[src/rtl/runway_pkg.sv]
// Shared types and helpers for the runway approach-light sequencer.
// Mode codes match the raw wind sensor codes one-to-one.
package runway_pkg;

  typedef enum logic [1:0] {
    CALM = 2'b00,
    RTL  = 2'b01,
    LTR  = 2'b10,
    HOLD = 2'b11
  } mode_t;

  // Outermost lamps lit: bit 0 and bit n-1.
  function automatic logic [31:0] outer_pattern(input int n);
    logic [31:0] r;
    r = '0;
    r[0] = 1'b1;
    r[n-1] = 1'b1;
    return r;
  endfunction

endpackage

[src/rtl/runway_lights_sync_chain.sv]
// Generic flop-chain synchroniser with synchronous active-high reset.
// Reusable for any asynchronous sensor input.
module sync_chain #(
  parameter int WIDTH  = 2,
  parameter int STAGES = 2
) (
  input  logic             clk,
  input  logic             reset,
  input  logic [WIDTH-1:0] d,
  output logic [WIDTH-1:0] q
);

  logic [WIDTH-1:0] stg [STAGES];

  // Shift the raw input through the chain; all stages clear on reset.
  always_ff @(posedge clk) begin
    if (reset) begin
      for (int i = 0; i < STAGES; i++) stg[i] <= '0;
    end else begin
      stg[0] <= d;
      for (int i = 1; i < STAGES; i++) stg[i] <= stg[i-1];
    end
  end

  assign q = stg[STAGES-1];

endmodule

[src/rtl/runway_lights.sv]
// Runway approach-light sequencer: wind sync, step prescaler, mode FSM.
// Optional lamp_test override: define RUNWAY_LIGHTS_LAMP_TEST_EN.
module runway_lights
  import runway_pkg::*;
#(
  parameter int N_LAMPS     = 3,
  parameter int SYNC_STAGES = 2,
  parameter int TICK_DIV    = 1
) (
  input  logic               clk,
  input  logic               reset,
  input  logic [1:0]         wind,
`ifdef RUNWAY_LIGHTS_LAMP_TEST_EN
  input  logic               lamp_test,
`endif
  output logic [N_LAMPS-1:0] lamps,
  output logic               step,
  output logic [1:0]         mode
);

  localparam int CW = (TICK_DIV > 1) ? $clog2(TICK_DIV) : 1;
  localparam logic [N_LAMPS-1:0] OUTER =
    N_LAMPS'(outer_pattern(N_LAMPS));
  localparam logic [N_LAMPS-1:0] INNER = ~OUTER;
  localparam logic [N_LAMPS-1:0] R0 = N_LAMPS'(1);
  localparam logic [N_LAMPS-1:0] L0 = {1'b1, {(N_LAMPS-1){1'b0}}};
  localparam logic [CW-1:0] LAST = CW'(TICK_DIV - 1);

  logic [1:0]         wind_s;
  logic [CW-1:0]      cnt;
  logic               tick;
  mode_t              mode_q;
  mode_t              wind_m;
  logic [N_LAMPS-1:0] lamp_q;
  logic               step_q;

  sync_chain #(
    .WIDTH  (2),
    .STAGES (SYNC_STAGES)
  ) u_sync (
    .clk   (clk),
    .reset (reset),
    .d     (wind),
    .q     (wind_s)
  );

  assign tick   = (cnt == LAST);
  assign wind_m = mode_t'(wind_s);

  // Prescaler: count 0..TICK_DIV-1, tick on the last count.
  always_ff @(posedge clk) begin
    if (reset) cnt <= '0;
    else if (tick) cnt <= '0;
    else cnt <= cnt + 1'b1;
  end

  // Mode FSM and lamp sequence; advances only on tick.
  always_ff @(posedge clk) begin
    if (reset) begin
      mode_q <= CALM;
      lamp_q <= OUTER;
      step_q <= 1'b0;
    end else begin
      step_q <= tick;
      if (tick) begin
        if (wind_m != mode_q) begin
          mode_q <= wind_m;
          unique case (wind_m)
            CALM: lamp_q <= OUTER;
            RTL:  lamp_q <= R0;
            LTR:  lamp_q <= L0;
            HOLD: lamp_q <= lamp_q;
          endcase
        end else begin
          unique case (mode_q)
            CALM: lamp_q <= (lamp_q == OUTER) ? INNER : OUTER;
            RTL:  lamp_q <= {lamp_q[N_LAMPS-2:0], lamp_q[N_LAMPS-1]};
            LTR:  lamp_q <= {lamp_q[0], lamp_q[N_LAMPS-1:1]};
            HOLD: lamp_q <= lamp_q;
          endcase
        end
      end
    end
  end

`ifdef RUNWAY_LIGHTS_LAMP_TEST_EN
  assign lamps = lamp_test ? '1 : lamp_q;
`else
  assign lamps = lamp_q;
`endif

  assign step = step_q;
  assign mode = mode_q;

endmodule

[config.mk]
export PLATFORM = sky130hd
export DESIGN_NAME = runway_lights
export DESIGN_NICKNAME = d
export VERILOG_FILES = /design/src/rtl/runway_pkg.sv /design/src/rtl/runway_lights_sync_chain.sv /design/src/rtl/runway_lights.sv
export SDC_FILE = /design/constraint.sdc
export NUM_CORES = 1
export LEC_CHECK = 0
export CORE_MARGIN = 2
export CORE_UTILIZATION = 32
export CTS_CLUSTER_SIZE = 24
export DETAILED_ROUTE_END_ITERATION = 12
export GPL_ROUTABILITY_DRIVEN = 1
export GPL_TIMING_DRIVEN = 0
export PLACE_DENSITY_LB_ADDON = 0.3
export SYNTH_ARGS = -nofsm -noshare
export SYNTH_HDL_FRONTEND = slang
export SYNTH_SLANG_ARGS = --single-unit
[constraint.sdc]
create_clock -name clk -period 2.3 [get_ports clk]
set_input_delay 0.345 -clock clk [delete_from_list [all_inputs] [get_ports clk]]
set_output_delay 0.345 -clock clk [all_outputs]
set_load 0.01 [all_outputs]
After elaboration in Yosys (flattened, before gate mapping)
Memories as Yosys holds them, arrays and structs flattened.
Index checks and enable logic that the tools add are counted.
- add/sub/neg operators: 1
- muxes and demuxes: 9
- bitwise logic cells: 3
- equal/unequal tests: 10
- reductions and logical operators: 5
- operators by type and width (kind ; number):
    $pmux 3 s3 ; 2
    $eq 2x2->1 const B ; 4
    $mux 3 ; 2
    $eq 2x1->1 const B ; 2
    $logic_not 2->1 ; 2
    $mux 2 ; 2
    $ne 2x2->1 const B ; 2
    $eq 3x3->1 const B ; 1
    $mux 1 ; 3
    $reduce_and 3->1 ; 1
    $ne 2x2->1 ; 1
    $or 1x1->1 ; 2
    $reduce_and 2->1 ; 1
    $reduce_or 2->1 ; 1
    $add 1x1->1 const B ; 1
    $not 1->1 ; 1
- logic and storage cells: 33
- bits of input ports: 4
- output and inout port bits: 6
- memories kept: 1
- memory bits (writable): 4
- register bits after elaboration: 7
- memory list (memory ; depth ; bits a word ; read ports ; clocked after memory_dff ; write ports ; line ; RTL):
    u_sync.stg ; 2 ; 2 ; 2 ; 0 ; 2 ; runway_lights_sync_chain.sv:13 ; logic [WIDTH-1:0] stg [STAGES];

Logic depth before layout (Yosys ltp)
- word-level depth: 4
- mapped depth: 7
- gate-level depth less buffers: 6

By module
Synthesis repeated with hierarchy kept, for this count alone.
- cell total of the unflattened synthesis: 60
- area total of the unflattened synthesis: 555.5 um^2
- by module, submodules not included (module ; seq. area each (um^2) ; cells each ; instances ; area each (um^2)):
    runway_lights ; 140.1 ; 50 ; 1 ; 435.4
    sync_chain ; 80.1 ; 10 ; 1 ; 120.1

Worst setup path after synthesis
No wires, ideal clock.
- kind: reg2reg
- from: register mode_q[0], in the netlist mode[0]
- to: register lamp_q[1], in the netlist lamps[1]
- path slack: 416 ps
- path buffers: 1
- data required time: 2230 ps
- data arrival time: 1814 ps
- period minus slack after synthesis: 1884 ps
- stages on the path, launching flop included: 7
- library setup time: 70 ps
- cells stage by stage: dfxtp_1 buf_6 inv_1 ha_1 a211o_1 or4_1 a21oi_1
- longest elaborated chain between the ends: 3
- elaborated cells between the ends (all ways): 10
- those cells by class: eq/ne (6); mux (2); reduce/logical (2)
- ends and longest elaborated chain (element ; line ; RTL):
    start, declared ; runway_lights.sv:32 ; mode_t mode_q;
    start signal, assigned ; runway_lights.sv:67 ; mode_q <= wind_m;
    $eq 2x2->1 (tied with other cells) ; runway_lights.sv:75 ; unique case (mode_q)
    $pmux 3 s3 or $ne 2x2->1 (tied branches) ; -- ;
    $mux 3 or $reduce_and 3->1 (tied branches) ; -- ;
    end signal, assigned ; runway_lights.sv:76 ; CALM: lamp_q <= (lamp_q == OUTER) ? INNER : OUTER;
    end signal, assigned ; runway_lights.sv:77 ; RTL: lamp_q <= {lamp_q[N_LAMPS-2:0], lamp_q[N_LAMPS-1]};
    end signal, assigned ; runway_lights.sv:78 ; LTR: lamp_q <= {lamp_q[0], lamp_q[N_LAMPS-1:1]};
    end, declared ; runway_lights.sv:34 ; logic [N_LAMPS-1:0] lamp_q;
Several ways; a longest one is shown, not always the timed one.
A chain may end at the register's enable or synchronous reset.

Worst setup path in the final report
Same ends and word-level chain as after synthesis.

==> metrics.txt <==
initial antenna violation count=0; Worst Reg-to-Reg Cells=6; grt met1 use=16.55%; vias in the first global route=408; dpl hpwl=752 µm; clock tree buffer depth=2; GRT Total Usage=11.60%; WL final=987 µm; Worst R2R Start=mode[0]; total CTS buffers=3; Overflow after GRT=0; setup bufs post-CTS=0; Total Nets Final=79; synth warn=0; post-synthesis register bit count=11; sequential-to-total area share from yosys stat=40.46%; First DRT Iteration DRCs=3; maximum clock rate=0.5086 GHz; first-pass GRT wire length=1718 µm; detailed-route via count=447; pre-CTS WS=0.3401 ns; core area=1559 µm²; Vias/cell=5.138; DIE WIDTH=45.24 µm; max-slew violations=0; critical path arrival=2.16 ns; ant diodes=0; Distinct cells, synth=23; met3 Usage GRT=2.400%; Avg WL per Cell=11.34 µm; clock sink count=11; RSZ-0062 raised after global routing=no; Tmin final=1.966 ns; dpl cells=83; hold_buf cts=0; initial core utilization=34.91%; Gate Count Post-Synth=59; Max-Cap Viols=0; CP required=2.49 ns; status=finished, final reports clean; antenna viol nets, final=0; syn nets=66; die area=2047 µm²; Critical Path Fanout Max=8; share of layout cells above drive strength 1=5.634%; Crit Path Class=reg -> reg; P per Cell Area=592.2 nW/µm²; first-pass iteration count of the detailed router=4; HP Class=in -> reg; post-route insts no fill=87; clk_lat worst skew=0.26 ns; IO buf count=8; Setup crit start kind=register; gpl congestion=0.7272; Pleak=0.2736 nW; commonest cells after routing, fill and taps aside=dfxtp_1 (11), clkdlybuf4s50_1 (8); final core utilization=43.02%; DR DRC count=0; pin count of the biggest net entering global routing=11; Final Hold Viols=0; Tcrit/Tclk final=85.48%; P&R area growth vs syn=23.22%; Worst R2R End=lamps[1]; worst IR drop on VDD=284.0 µV; Die Y=45.24 µm; hold path depth=2; Avg Cell Area, Syn=9.225 µm²; IO Count=10; Worst-path clk slew=0.06 ns; Root Buffer=clkbuf_4; final worst slack=0.3339 ns; HP Start=reset; Hold Path End=mode[1]; met2 usage=16.57%; Max H-tree Level=1; Rows=14; Sum Neg Setup Slack=0 ns; CP endpoint kind=register; final setup vio count=0; Worst Skew=0.001336 ns; grt peak-use layer=met2; Total Power=397.1 µW; post-synthesis instance area=544.3 µm²; most common cell after layout, fill and taps aside=dfxtp_1; R2R setup slack=0.33 ns; TritonCTS clock tree=built; post-cts resize count=0
-- cells by family after synthesis --
logic type / Yosys count / synth area share, %
AND/OR/NAND/NOR: 16 / 17.70
buffers and inverters: 7 / 6.206
multiplexers: 2 / 3.678
flip-flops: 11 / 40.46
AO/OA/AOI/OAI: 17 / 21.15
XOR/XNOR: 2 / 3.219
other: 1 / 0.6890
adder cells (fa/ha/maj): 3 / 6.897
-- where the power goes --
group | internal, mW | switching [mW] | leakage (nW) | total (mW)
Sequential | 0.202 | 0.0123 | 0.0910 | 0.214
Combinational | 0.0338 | 0.0261 | 0.168 | 0.0599
Clock | 0.0669 | 0.0562 | 0.0150 | 0.123
-- worst max-delay path, stage by stage (launching register included) --
cell and delay, ns:
dfxtp_1 0.40, buf_6 0.15, inv_1 0.06, ha_1 0.34, a211o_1 0.29, or4_1 0.53, a21oi_1 0.13
-- routing by layer --
layer / vias up / part of all wire [%]
li1: 230 / -
met1: 210 / 53
met2: 7 / 44
met3: 0 / 2.7
met4: 0 / 0
met5: - / 0
-- synthesized netlist by cell type, drive strengths merged --
master  number  area, µm²
nor2b        5      31.28
and4b        1      10.01
inv          5      18.77
a211o        2      17.52
ha           3      37.54
o211ai       4      30.03
mux2i        2      20.02
nand3b       1      7.510
a22oi        2      15.01
a21oi        2      10.01
nand2b       1      6.260
nor4b        1      8.760
or2          1      6.260
conb         1      3.750
buf          1      11.26
o32ai        1      8.760
xor2         2      17.52
dfxtp       11      220.2
o21ai        5      25.02
nor2         5      18.77
a221oi       1      8.760
clkbuf       1      3.750
or4          1      7.510
-- state kept, by name (all words and copies together), names as in the netlist --
signal and flops:
cnt 1, lamps 3, step 1, mode 2, u_sync.stg 4
-- metrics by stage --
stage               cell area, µm²  hold slack [ns]
floorplan                    544.3           0.4138
finish                       670.6           0.4269
global placement             644.4           0.4151
global route                 670.6           0.4566
detailed placement           644.4           0.4264
CTS                          670.6           0.4355
-- cell type report --
type	count	area, µm²
Fill cell	162	888.4
Multi-Input combinational cell	41	290.3
Sequential cell	11	220.2
Timing Repair Buffer	8	80.08
Clock buffer	4	26.28
Tap cell	16	20.02
Inverter	5	18.77
Buffer	2	15.01
-- worst max-delay path by stage --
stage,endpoint,startpoint,depth (start not counted)
after floorplan,lamps[1],mode[0],6
after global placement,lamps[1],mode[0],6
after detailed placement,lamps[1],mode[0],6
after CTS,lamps[1],mode[0],6
after global routing,lamps[1],mode[0],6
final,lamps[1],mode[0],6
No activity file was read; power rests on OpenSTA's default activity.
